`src/rtl/mux6_arb_pkg.sv`:
```
// Shared constants, FSM state type and index-to-one-hot helper for the
// six-way round-robin mux arbiter.
package mux6_arb_pkg;

  localparam int NUM_REQ = 6;
  localparam int SEL_W   = 3;

  typedef enum logic [1:0] {
    IDLE = 2'd0,
    HOLD = 2'd1,
    GAP  = 2'd2
  } arb_state_e;

  function automatic logic [NUM_REQ-1:0] idx2onehot(input logic [SEL_W-1:0] idx);
    return NUM_REQ'(1) << idx;
  endfunction

endpackage

```
`src/rtl/mux6_rr_arbiter_rr_pick.sv`:
```
// Combinational rotate-priority encoder: first set request searching upward
// from (pointer+1) mod 6, wrapping around.
module rr_pick
  import mux6_arb_pkg::*;
(
  input  logic [NUM_REQ-1:0] req,
  input  logic [SEL_W-1:0]   pointer,
  output logic [SEL_W-1:0]   winner,
  output logic               any_req
);

  logic [SEL_W-1:0] cand [NUM_REQ];

  // cand[gi] is the requester examined at search distance gi+1 from pointer
  for (genvar gi = 0; gi < NUM_REQ; gi++) begin : g_cand
    logic [SEL_W:0] sum;
    assign sum      = {1'b0, pointer} + (SEL_W+1)'(gi + 1);
    assign cand[gi] = (sum >= (SEL_W+1)'(NUM_REQ)) ? SEL_W'(sum - (SEL_W+1)'(NUM_REQ))
                                                   : SEL_W'(sum);
  end

  always_comb begin
    winner = '0;
    for (int k = NUM_REQ - 1; k >= 0; k--) begin
      if (req[cand[k]]) winner = cand[k];
    end
  end

  assign any_req = |req;

endmodule

```
`src/rtl/mux6_rr_arbiter.sv`:
```
// Round-robin arbiter driving the select of a shared 6:1 mux with hold limit.
// Define MUX6_ARB_HIPRI0_EN to make requester 0 high priority.
module mux6_rr_arbiter
  import mux6_arb_pkg::*;
#(
  parameter int MAX_HOLD = 15,
  parameter int NUM_REQ  = 6
) (
  input  logic               clk,
  input  logic               rst_n,
  input  logic [NUM_REQ-1:0] req,
  input  logic               done,
  output logic [NUM_REQ-1:0] grant,
  output logic [SEL_W-1:0]   sel,
  output logic               busy,
  output logic               timeout
);

  if (NUM_REQ != mux6_arb_pkg::NUM_REQ) begin : g_bad_num_req
    $error("mux6_rr_arbiter: NUM_REQ must be 6");
  end

  localparam int CNT_W = (MAX_HOLD > 1) ? $clog2(MAX_HOLD + 1) : 1;
  localparam logic [CNT_W-1:0] CNT_MAX = CNT_W'(MAX_HOLD);
  localparam logic [CNT_W-1:0] CNT_LIM = CNT_W'(MAX_HOLD - 1);

  arb_state_e         state_q;
  logic [NUM_REQ-1:0] grant_q;
  logic [SEL_W-1:0]   sel_q;
  logic [SEL_W-1:0]   ptr_q;
  logic [CNT_W-1:0]   cnt_q;
  logic               busy_q;
  logic               timeout_q;

  logic [NUM_REQ-1:0] pick_req;
  logic [SEL_W-1:0]   rr_winner;
  logic               rr_any;
  logic [SEL_W-1:0]   winner;
  logic               any_req;
  logic               upd_ptr;

`ifdef MUX6_ARB_HIPRI0_EN
  // Requester 0 bypasses the rotation; the rest rotate among themselves.
  assign pick_req = {req[NUM_REQ-1:1], 1'b0};
  assign winner   = req[0] ? '0 : rr_winner;
  assign any_req  = req[0] | rr_any;
  assign upd_ptr  = !req[0];
`else
  assign pick_req = req;
  assign winner   = rr_winner;
  assign any_req  = rr_any;
  assign upd_ptr  = 1'b1;
`endif

  rr_pick u_rr_pick (
    .req     (pick_req),
    .pointer (ptr_q),
    .winner  (rr_winner),
    .any_req (rr_any)
  );

  logic normal_rel;
  logic limit_hit;
  logic release_now;

  assign normal_rel  = done | ~req[sel_q];
  assign limit_hit   = (MAX_HOLD != 0) && (cnt_q == CNT_LIM);
  assign release_now = normal_rel | limit_hit;

  always_ff @(posedge clk or negedge rst_n) begin
    if (!rst_n) begin
      state_q   <= IDLE;
      grant_q   <= '0;
      sel_q     <= '0;
      ptr_q     <= SEL_W'(NUM_REQ - 1);
      cnt_q     <= '0;
      busy_q    <= 1'b0;
      timeout_q <= 1'b0;
    end else begin
      timeout_q <= 1'b0;
      unique case (state_q)
        IDLE: begin
          if (any_req) begin
            grant_q <= idx2onehot(winner);
            sel_q   <= winner;
            if (upd_ptr) ptr_q <= winner;
            cnt_q   <= '0;
            busy_q  <= 1'b1;
            state_q <= HOLD;
          end
        end
        HOLD: begin
          if (release_now) begin
            grant_q   <= '0;
            busy_q    <= 1'b0;
            cnt_q     <= '0;
            // Pulse only when the hold limit is the sole reason to let go
            timeout_q <= limit_hit & ~normal_rel;
            state_q   <= GAP;
          end else if (cnt_q != CNT_MAX) begin
            cnt_q <= cnt_q + 1'b1;
          end
        end
        GAP:     state_q <= IDLE;
        default: state_q <= IDLE;
      endcase
    end
  end

  assign grant   = grant_q;
  assign sel     = sel_q;
  assign busy    = busy_q;
  assign timeout = timeout_q;

endmodule

```
`config.mk`:
```
export PLATFORM = sky130hd
export DESIGN_NAME = mux6_rr_arbiter
export DESIGN_NICKNAME = d
export VERILOG_FILES = /design/src/rtl/mux6_arb_pkg.sv /design/src/rtl/mux6_rr_arbiter_rr_pick.sv /design/src/rtl/mux6_rr_arbiter.sv
export SDC_FILE = /design/constraint.sdc
export NUM_CORES = 1
export LEC_CHECK = 0
export BUFFER_PORTS_ARGS = -buffer_cell sky130_fd_sc_hd__buf_2
export CORE_MARGIN = 8
export CORE_UTILIZATION = 45
export DETAILED_ROUTE_END_ITERATION = 7
export GPL_TIMING_DRIVEN = 1
export SLEW_MARGIN = 10
export SYNTH_ARGS = -nofsm -noshare
export SYNTH_HDL_FRONTEND = slang
export SYNTH_SLANG_ARGS = --single-unit
```
`constraint.sdc`:
```
create_clock -name clk -period 4 [get_ports clk]
set_clock_uncertainty 0.1 [all_clocks]
set_input_delay 0 -clock clk [delete_from_list [all_inputs] [get_ports clk]]
set_output_delay 0 -clock clk [all_outputs]
set_load 0.01 [all_outputs]
```
After elaboration in Yosys (flattened, before gate mapping). Cells that the tools add are included.

$lt $le $gt $ge: 13. $add $sub $neg: 13. Multiply operators: 0. Shift-type cells: 1. Reductions and logical operators: 7. Equal/unequal tests: 6. Bitwise gates (word level): 5. Divide/modulo/power cells: 0. Multiplexer cells: 41.

Operators by type and width (number): $mux 3 (12); $lt 3x4->1 const B (7); $ge 4x3->1 const B (6); $bmux 1 s3 (7); $sub 3x3->3 const B (6); $add 3x3->4 const B (3); $mux 4 (3); $mux 6 (2); $pmux 6 s2 (1); $mux 1 (11); $add 3x2->4 const B (2); $pmux 4 s2 (1); $reduce_and 3->1 (2); $reduce_or 6->1 (1); $shl 1x3->6 const A (1); $add 3x1->4 const B (1); $add 4x1->4 const B (1); $eq 4x4->1 const B (1); $mux 2 (2); $ne 2x2->1 const B (2); $ne 4x4->1 const B (1); $pmux 2 s2 (1); $reduce_and 2->1 (2); $ne 3x3->1 const B (1); other kinds (7) (9).

Register bits after elaboration: 20. Output and inout bits: 11. Logic and storage cells: 93. Memories: 0. Bits in read-only memories: 0. Input bits: 9. RAM bits: 0. Latch bits: 0.

Longest topological paths before layout. Gate-level depths: netlist (run 1).

Word-level depth: 14. Gate-level depth with buffers: 12.

By module. A second synthesis (run 1) with hierarchy kept.

Cells, all modules: 229. Area total of the unflattened synthesis: 1975.6 µm².

By module, submodules not included: rr_pick (cells an instance 147, instances 1, area an instance 1057.3 µm²); mux6_rr_arbiter (cells an instance 82, instances 1, area an instance 918.4 µm²).

Least setup slack after synthesis (run 1). No wires, ideal clock.

Path type: reg-to-reg. Start: register ptr_q[0]. End: register sel_q[0] (netlist: sel[0]). Stages on the path, launching flop included: 12. Arrival time: 2950 ps. Buffers on the path: 2. Library setup time: 125 ps. Clock period less this slack: 3175 ps. Data required time: 3775 ps. Path slack: 825 ps. Path through: dfstp_2 buf_6 buf_6 inv_1 ha_1 and4_4 a2bb2oi_1 mux2_4 mux2_4 a31o_2 o2bb2ai_2 mux2_2.

Longest elaborated chain between the ends: 11. Elaborated cells between the ends (all ways): 42.

Ends and longest elaborated chain: start, declared (line mux6_rr_arbiter.sv:30) `logic [SEL_W-1:0] ptr_q;`; start signal, assigned (line mux6_rr_arbiter.sv:75) `ptr_q <= SEL_W'(NUM_REQ - 1);`; start signal, assigned (line mux6_rr_arbiter.sv:86) `if (upd_ptr) ptr_q <= winner;`; $add 3x3->4 (line mux6_rr_arbiter_rr_pick.sv:17) `assign sum = {1'b0, pointer} + (SEL_W+1)'(gi + 1);`; $ge 4x3->1 / $sub 3x3->3 (equally long branches) (line mux6_rr_arbiter_rr_pick.sv:18) `assign cand[gi] = (sum >= (SEL_W+1)'(NUM_REQ)) ? SEL_W'(sum - (SEL_W+1)'(NUM_REQ))`; $mux 3 (line mux6_rr_arbiter_rr_pick.sv:18); $bmux 1 s3 (line mux6_rr_arbiter_rr_pick.sv:25) `if (req[cand[k]]) winner = cand[k];`; $mux 1 (implied by the code) (line mux6_rr_arbiter_rr_pick.sv:25); $mux 3 (5 in a row) (line mux6_rr_arbiter_rr_pick.sv:25); $mux 3 (*) (line mux6_rr_arbiter_rr_pick.sv:25); end signal, assigned (line mux6_rr_arbiter.sv:85) `sel_q <= winner;`; end, declared (line mux6_rr_arbiter.sv:29) `logic [SEL_W-1:0] sel_q;`.

Every way passes the cells marked *; elsewhere a longest branch is shown, timed or not. The select of a mux whose other input is x is not followed. A chain may end at the register's enable or synchronous reset.

Final worst setup path (run 1).
Start: register ptr_q[0]. End: register grant_q[0] (netlist: grant[0]).

Longest elaborated chain between the ends: 14. Elaborated cells between the ends (all ways): 45.

Ends and longest elaborated chain: $add 3x3->4 (line mux6_rr_arbiter_rr_pick.sv:17); $ge 4x3->1 / $sub 3x3->3 (equally long branches) (line mux6_rr_arbiter_rr_pick.sv:18); $mux 3 (line mux6_rr_arbiter_rr_pick.sv:18); $bmux 1 s3 (line mux6_rr_arbiter_rr_pick.sv:25); $mux 1 (implied by the code) (line mux6_rr_arbiter_rr_pick.sv:25); $mux 3 (5 in a row) (line mux6_rr_arbiter_rr_pick.sv:25); $mux 3 (*) (line mux6_rr_arbiter_rr_pick.sv:25); $shl 1x3->6 (*) (line mux6_arb_pkg.sv:15) `return NUM_REQ'(1) << idx;`; $mux 6 (*) (line mux6_rr_arbiter.sv:83) `if (any_req) begin`; $pmux 6 s2 (*) (line mux6_rr_arbiter.sv:81) `unique case (state_q)`; end signal, assigned (line mux6_rr_arbiter.sv:84) `grant_q <= idx2onehot(winner);`; end, declared (line mux6_rr_arbiter.sv:28) `logic [NUM_REQ-1:0] grant_q;`.

Marked as above.

==> qor.yml, run 1 <==
finish:
  design_area_um2: 2080
  antenna_cells: 0
  syn2layout_area_growth_pct: 9.00
  final_layout_size_suffix_gt1_share_pct: 25.4
  nNetsFinal: 246
  final_cell_mix: "19 x nand2_1, 19 x buf_2, 17 x dfrtp_1"
drt:
  postRouteAntennaNets: 0
  wire_per_inst_um: 17.5
  firstDrtPassIters: 5
  vias: 1637
  drt_wl_total_um: 4790
  post-route-drc-count: 0
  viasPerCell: 5.97
  drtIter0Drc: 97
sta:
  worstMarginPinSlew_ns: 0.683
  fin_hold_ws_ns: 0.115
  period_needed_ns: 3.46
  fin_crit_sh_pct: 86.4
  fin_setup_tns_ns: 0
  slew_headroom_pct: 54.1
  fmax_ghz: 0.289
  finalHoldViolCount: 0
  maxSlewViolCount: 0
  setup_ws_ns: 0.544
  setup_viol: 0
  rsz0062_at_grt: "no"
run_status:
  status: "finished clean"
critical_path:
  path_max_fanout: 15
  crit_arrival_ns: 3.51
  critPathKind: "flop to flop"
  reg2regPathDepth: 9
  max_stage_delay_ns: 0.57
  cp_slowest_cell: "ha_1"
  path_cells: "inv_1 > ha_1 > and4_4 > a2bb2oi_1 > mux2_4 > mux2_4 > a211oi_2 > o21ai_1 > o31ai_1"
  cp-end-kind: "flop"
  crit_top_cell: "mux2_4"
  cp-start-kind: "flop"
  required_ns: 4.05
clock_tree:
  clockRootBuffer: "clkbuf_8"
  clk_latency_ns: 0.26
  htreeDepth: 1
  numCtsBuffers: 3
  cts_num_sinks: 19
  clk_transition_reported_paths_ns: 0.07
  cts_tree: "done"
  ctsHoldBuffers: 2
  cts_resized: 0
  post_cts_buffers: 0
  clockBufferDepth: 2
place:
  place_area_um2: 2010
  io_buffers: 19
  place_congestion: 0.871
  dp_slack_ns: 0.618
  dp_hpwl_um: 3760
logic_synthesis:
  ys_types: 64
  synth_edf_count: 0
  syn_inst: 206
  synth_fp_nets: 227
  synth_ff_type: "dfrtp_1"
  synth_warnings: 0
  async_flop_share_pct: 100
  netlist_area_um2: 1900
  seq_area_frac_synth_pct: 25.1
  avgSynthCellArea_um2: 9.24
  ys_ff_latch: 19
global_route:
  track_usage_pct: 15.3
  grt_overflow: 0
  grt_max_degree: 20
  grt_pass1_wl_um: 8040
  grt_pass1_vias: 1671
  grt_antenna_before_repair: 0
job:
  maxCapViolations: 0
floorplan:
  die_h_um: 81.1
  chipWidth_um: 81.1
  die_area_um2: 6570
  ios: 20
  rows: 23
  coreArea_um2: 4030
  start_util_pct: 47.3
hold_path:
  hold_path.class: "primary input to asynchronous set/reset pin"
==> final timing paths <==
check	from	end	slack, ns
max	ptr_q[0]	grant[0]	0.54
min	rst_n	cnt_q[2]	0.12
max reg2reg	ptr_q[0]	grant[0]	0.54
min reg2reg	busy	busy	0.39
max in group asynchronous	rst_n	ptr_q[0]	3.35
min in group clk	req[5]	timeout	0.35
==> sequential cells by signal, summed over array words and instances, names as in the netlist <==
name and cells:
state_q 2, sel 3, grant 6, ptr_q 2
busy 1, timeout 1, cnt_q 4
==> routing by layer <==
metal	global-route usage [%]	routed length, um	vias up
met2	27.1	2340	41
li1	-	-	799
met3	2.87	254	6
met4	3.93	40	0
met1	18.4	2160	791
met5	0	0	-
==> area by class of cell <==
type / instances / area, um2
repair buffers: 24 / 138
flip-flops and latches: 19 / 478
inverters: 8 / 30.0
clock buffers: 3 / 41.3
multi-input cells: 169 / 1320
fillers: 398 / 1950
clock inverters: 1 / 5.00
well taps: 50 / 62.6
==> cell families after synthesis <==
group / synth area share, %
and+or+nand+nor: 21.0
AOI/OAI and AO/OA: 23.7
muxes: 13.1
DFF: 25.1
buffers and inverters: 5.52
adders and majority gates: 7.88
xor gates and xnor gates: 3.68
==> stage by stage <==
step	cells	utilization, %
4_1_cts	274	51.5
3_5_place_dp	268	49.9
6_report	274	51.5
3_3_place_gp	268	49.9
5_1_grt	274	51.5
2_1_floorplan	206	-
==> synthesized netlist by cell type (all sizes together), types with 5 or more instances <==
| master | count | area [um2] |
|---|---|---|
| nor2 | 10 | 37.5 |
| xnor2 | 6 | 52.6 |
| dfrtp | 17 | 425 |
| a21o | 5 | 37.5 |
| nor3 | 9 | 55.1 |
| mux2i | 13 | 130 |
| nand2b | 5 | 31.3 |
| mux2 | 8 | 97.6 |
| a21oi | 6 | 30.0 |
| nand2 | 19 | 71.3 |
| ha | 12 | 150 |
| inv | 8 | 30.0 |
| o21ai | 8 | 43.8 |
| buf | 9 | 71.3 |
| nand3 | 7 | 35.0 |
==> worst max-delay path: cells and delay by family, from the launching register on <==
kind,cells,cell delay [ns]
AOI/OAI and AO/OA,4,1.12
adders and majority gates,1,0.57
buffers and inverters,1,0.09
DFF,1,0.54
muxes,2,0.63
and+or+nand+nor,1,0.29
Power of run 1 is not shown: default switching activity piles up to over one toggle a cycle in this logic, so the estimate is an artifact.
==> run 2: changes to the inputs <==
==> constraint.sdc (replaced) <==
create_clock -name clk -period 4.31 [get_ports clk]
set_clock_uncertainty 0.1 [all_clocks]
set_input_delay 0 -clock clk [delete_from_list [all_inputs] [get_ports clk]]
set_output_delay 0 -clock clk [all_outputs]
set_load 0.01 [all_outputs]
==> run 2 against run 1 <==
Compared with the run above:
- non-clock buffer count unchanged
- final cell count unchanged
- register-to-register slack better by 0.36 ns
- highest routed layer unchanged
- largest cell class unchanged
- critical path depth unchanged
- global-route usage down 0.64 points
- first-iteration DRC count down 19%
- die area unchanged
- sequential cell count unchanged
- critical path type unchanged
- worst hold slack about the same
- count of clock-buffer cells in the layout up 1
- sequential share of layout area about the same
- worst setup slack better by 0.36 ns
==> qor.yml, run 2 (synthesis results as in run 1) <==
run_status:
  status: "finished clean"  # unchanged
drt:
  drt_wl_total_um: 4700  # was 4790 um
  wire_per_inst_um: 17.2  # was 17.5 um
  viasPerCell: 6.07  # was 5.97
  firstDrtPassIters: 4  # was 5
  vias: 1663  # was 1,637
  drtIter0Drc: 79  # was 97
  postRouteAntennaNets: 0  # unchanged
  post-route-drc-count: 0  # unchanged
critical_path:
  startpoint: "ptr_q[0]"  # unchanged
  max_stage_delay_ns: 0.61  # was 0.57 ns
  required_ns: 4.37  # was 4.05 ns
  crit_arrival_ns: 3.46  # was 3.51 ns
  r2r_start: "ptr_q[0]"  # unchanged
  cp-end-kind: "flop"  # unchanged
  cp_slowest_cell: "ha_1"  # unchanged
  cp-start-kind: "flop"  # unchanged
  critPathKind: "flop to flop"  # unchanged
  crit_top_cell: "mux2_4"  # unchanged
  path_cells: "inv_1 > ha_1 > and4_4 > a2bb2oi_1 > mux2_4 > mux2_4 > a211oi_2 > o21ai_1 > o31ai_1"  # unchanged
  path_max_fanout: 15  # unchanged
clock_tree:
  clockBufferDepth: 2  # unchanged
  cts_num_sinks: 19  # unchanged
  clk_transition_reported_paths_ns: 0.07  # about the same
  clockRootBuffer: "clkbuf_8"  # unchanged
  numCtsBuffers: 3  # unchanged
  htreeDepth: 1  # unchanged
  cts_tree: "done"  # unchanged
  clk_latency_ns: 0.26  # about the same
sta:
  slew_headroom_pct: 51.2  # was 54.1%
  maxSlewViolCount: 0  # unchanged
  fin_crit_sh_pct: 78.9  # was 86.4%
  finalHoldViolCount: 0  # unchanged
  worstMarginPinSlew_ns: 0.726  # was 0.683 ns
  rsz0062_at_grt: "no"  # unchanged
  fin_setup_tns_ns: 0  # unchanged
  period_needed_ns: 3.40  # was 3.46 ns
  fmax_ghz: 0.294  # was 0.289 GHz
  setup_ws_ns: 0.908  # was 0.544 ns
  setup_viol: 0  # unchanged
finish:
  largest_reg_flops: 6  # unchanged
  final_cells: 274  # unchanged
  syn2layout_area_growth_pct: 8.94  # was 9.00%
  final_cell_mix: "19 x nand2_1, 19 x buf_2, 17 x dfrtp_1"  # unchanged
  nNetsFinal: 246  # unchanged
  fin_util_pct: 51.5  # about the same
  antenna_cells: 0  # unchanged
  final_layout_size_suffix_gt1_share_pct: 25.0  # was 25.4%
floorplan:
  die_h_um: 81.1  # unchanged
  rows: 23  # unchanged
  start_util_pct: 47.3  # unchanged
  coreArea_um2: 4030  # unchanged
  chipWidth_um: 81.1  # unchanged
  ios: 20  # unchanged
  die_area_um2: 6570  # unchanged
hold_path:
  hold_path.class: "primary input to asynchronous set/reset pin"  # unchanged
global_route:
  grt_pass1_vias: 1661  # was 1,671
  grt_max_degree: 20  # unchanged
  track_usage_pct: 14.6  # was 15.3%
  grt_overflow: 0  # unchanged
  grt_antenna_before_repair: 0  # unchanged
  grt_pass1_wl_um: 7620  # was 8040 um
place:
  place_congestion: 0.879  # was 0.871
  dp.cells: 268  # unchanged
  dp_hpwl_um: 3730  # was 3760 um
  dp_slack_ns: 0.962  # was 0.618 ns
  io_buffers: 19  # unchanged
job:
  maxCapViolations: 0  # unchanged
-- run 2: changes by cell type in the layout (fill, tap and decap cells not counted), sizes merged --
cell    previous run  this run
clkbuf             3         4
clkinv             1         0
-- run 2: area by class of cell --
cell class                      count  area, um2
Fill cell                         402       1950
Multi-Input combinational cell    169       1320
Tap cell                           50       62.6
Inverter                            8       30.0
Clock buffer                        4       45.0
Sequential cell                    19        478
Timing Repair Buffer               24        138
-- run 2: worst paths after layout --
path / cells past startpoint / end / slack [ns]
min in group clk: 4 / timeout / 0.36
max in group asynchronous: 2 / ptr_q[0] / 3.66
hold reg to reg: 2 / busy / 0.38
setup reg to reg: 9 / grant[0] / 0.91
setup / recovery: 9 / grant[0] / 0.91
hold / removal: 2 / cnt_q[0] / 0.12
-- run 2: what timing repair did --
action,CTS,global route
endpoints found under the hold margin,23,0
setup buffers,0,0
gates resized for setup,0,0
hold buffers,2,0
-- run 2: per-layer routing --
metal | track usage [%] | up-vias | share of wire, %
met4 | 5.36 | 0 | 1.6
li1 | - | 797 | -
met3 | 1.77 | 7 | 3.6
met5 | 0 | - | 0
met2 | 26.1 | 40 | 50
met1 | 17.6 | 819 | 45
-- run 2: metrics by stage --
stage / hold WS [ns] / instance area (um2)
floorplan: -0.396 / 1900
global placement: -0.150 / 2010
detailed placement: -0.136 / 2010
CTS: 0.128 / 2070
global route: 0.171 / 2070
finish: 0.115 / 2070
-- run 2: worst max-delay path, delay by kind of cell, from the launching register on --
family / cells / cell delay (ns)
flip-flops: 1 / 0.53
AND/OR/NAND/NOR: 1 / 0.29
buffers and inverters: 1 / 0.09
adder cells (fa/ha/maj): 1 / 0.61
AO/OA/AOI/OAI: 4 / 1.03
multiplexers: 2 / 0.63
Power of run 2 is left out for the same reason.
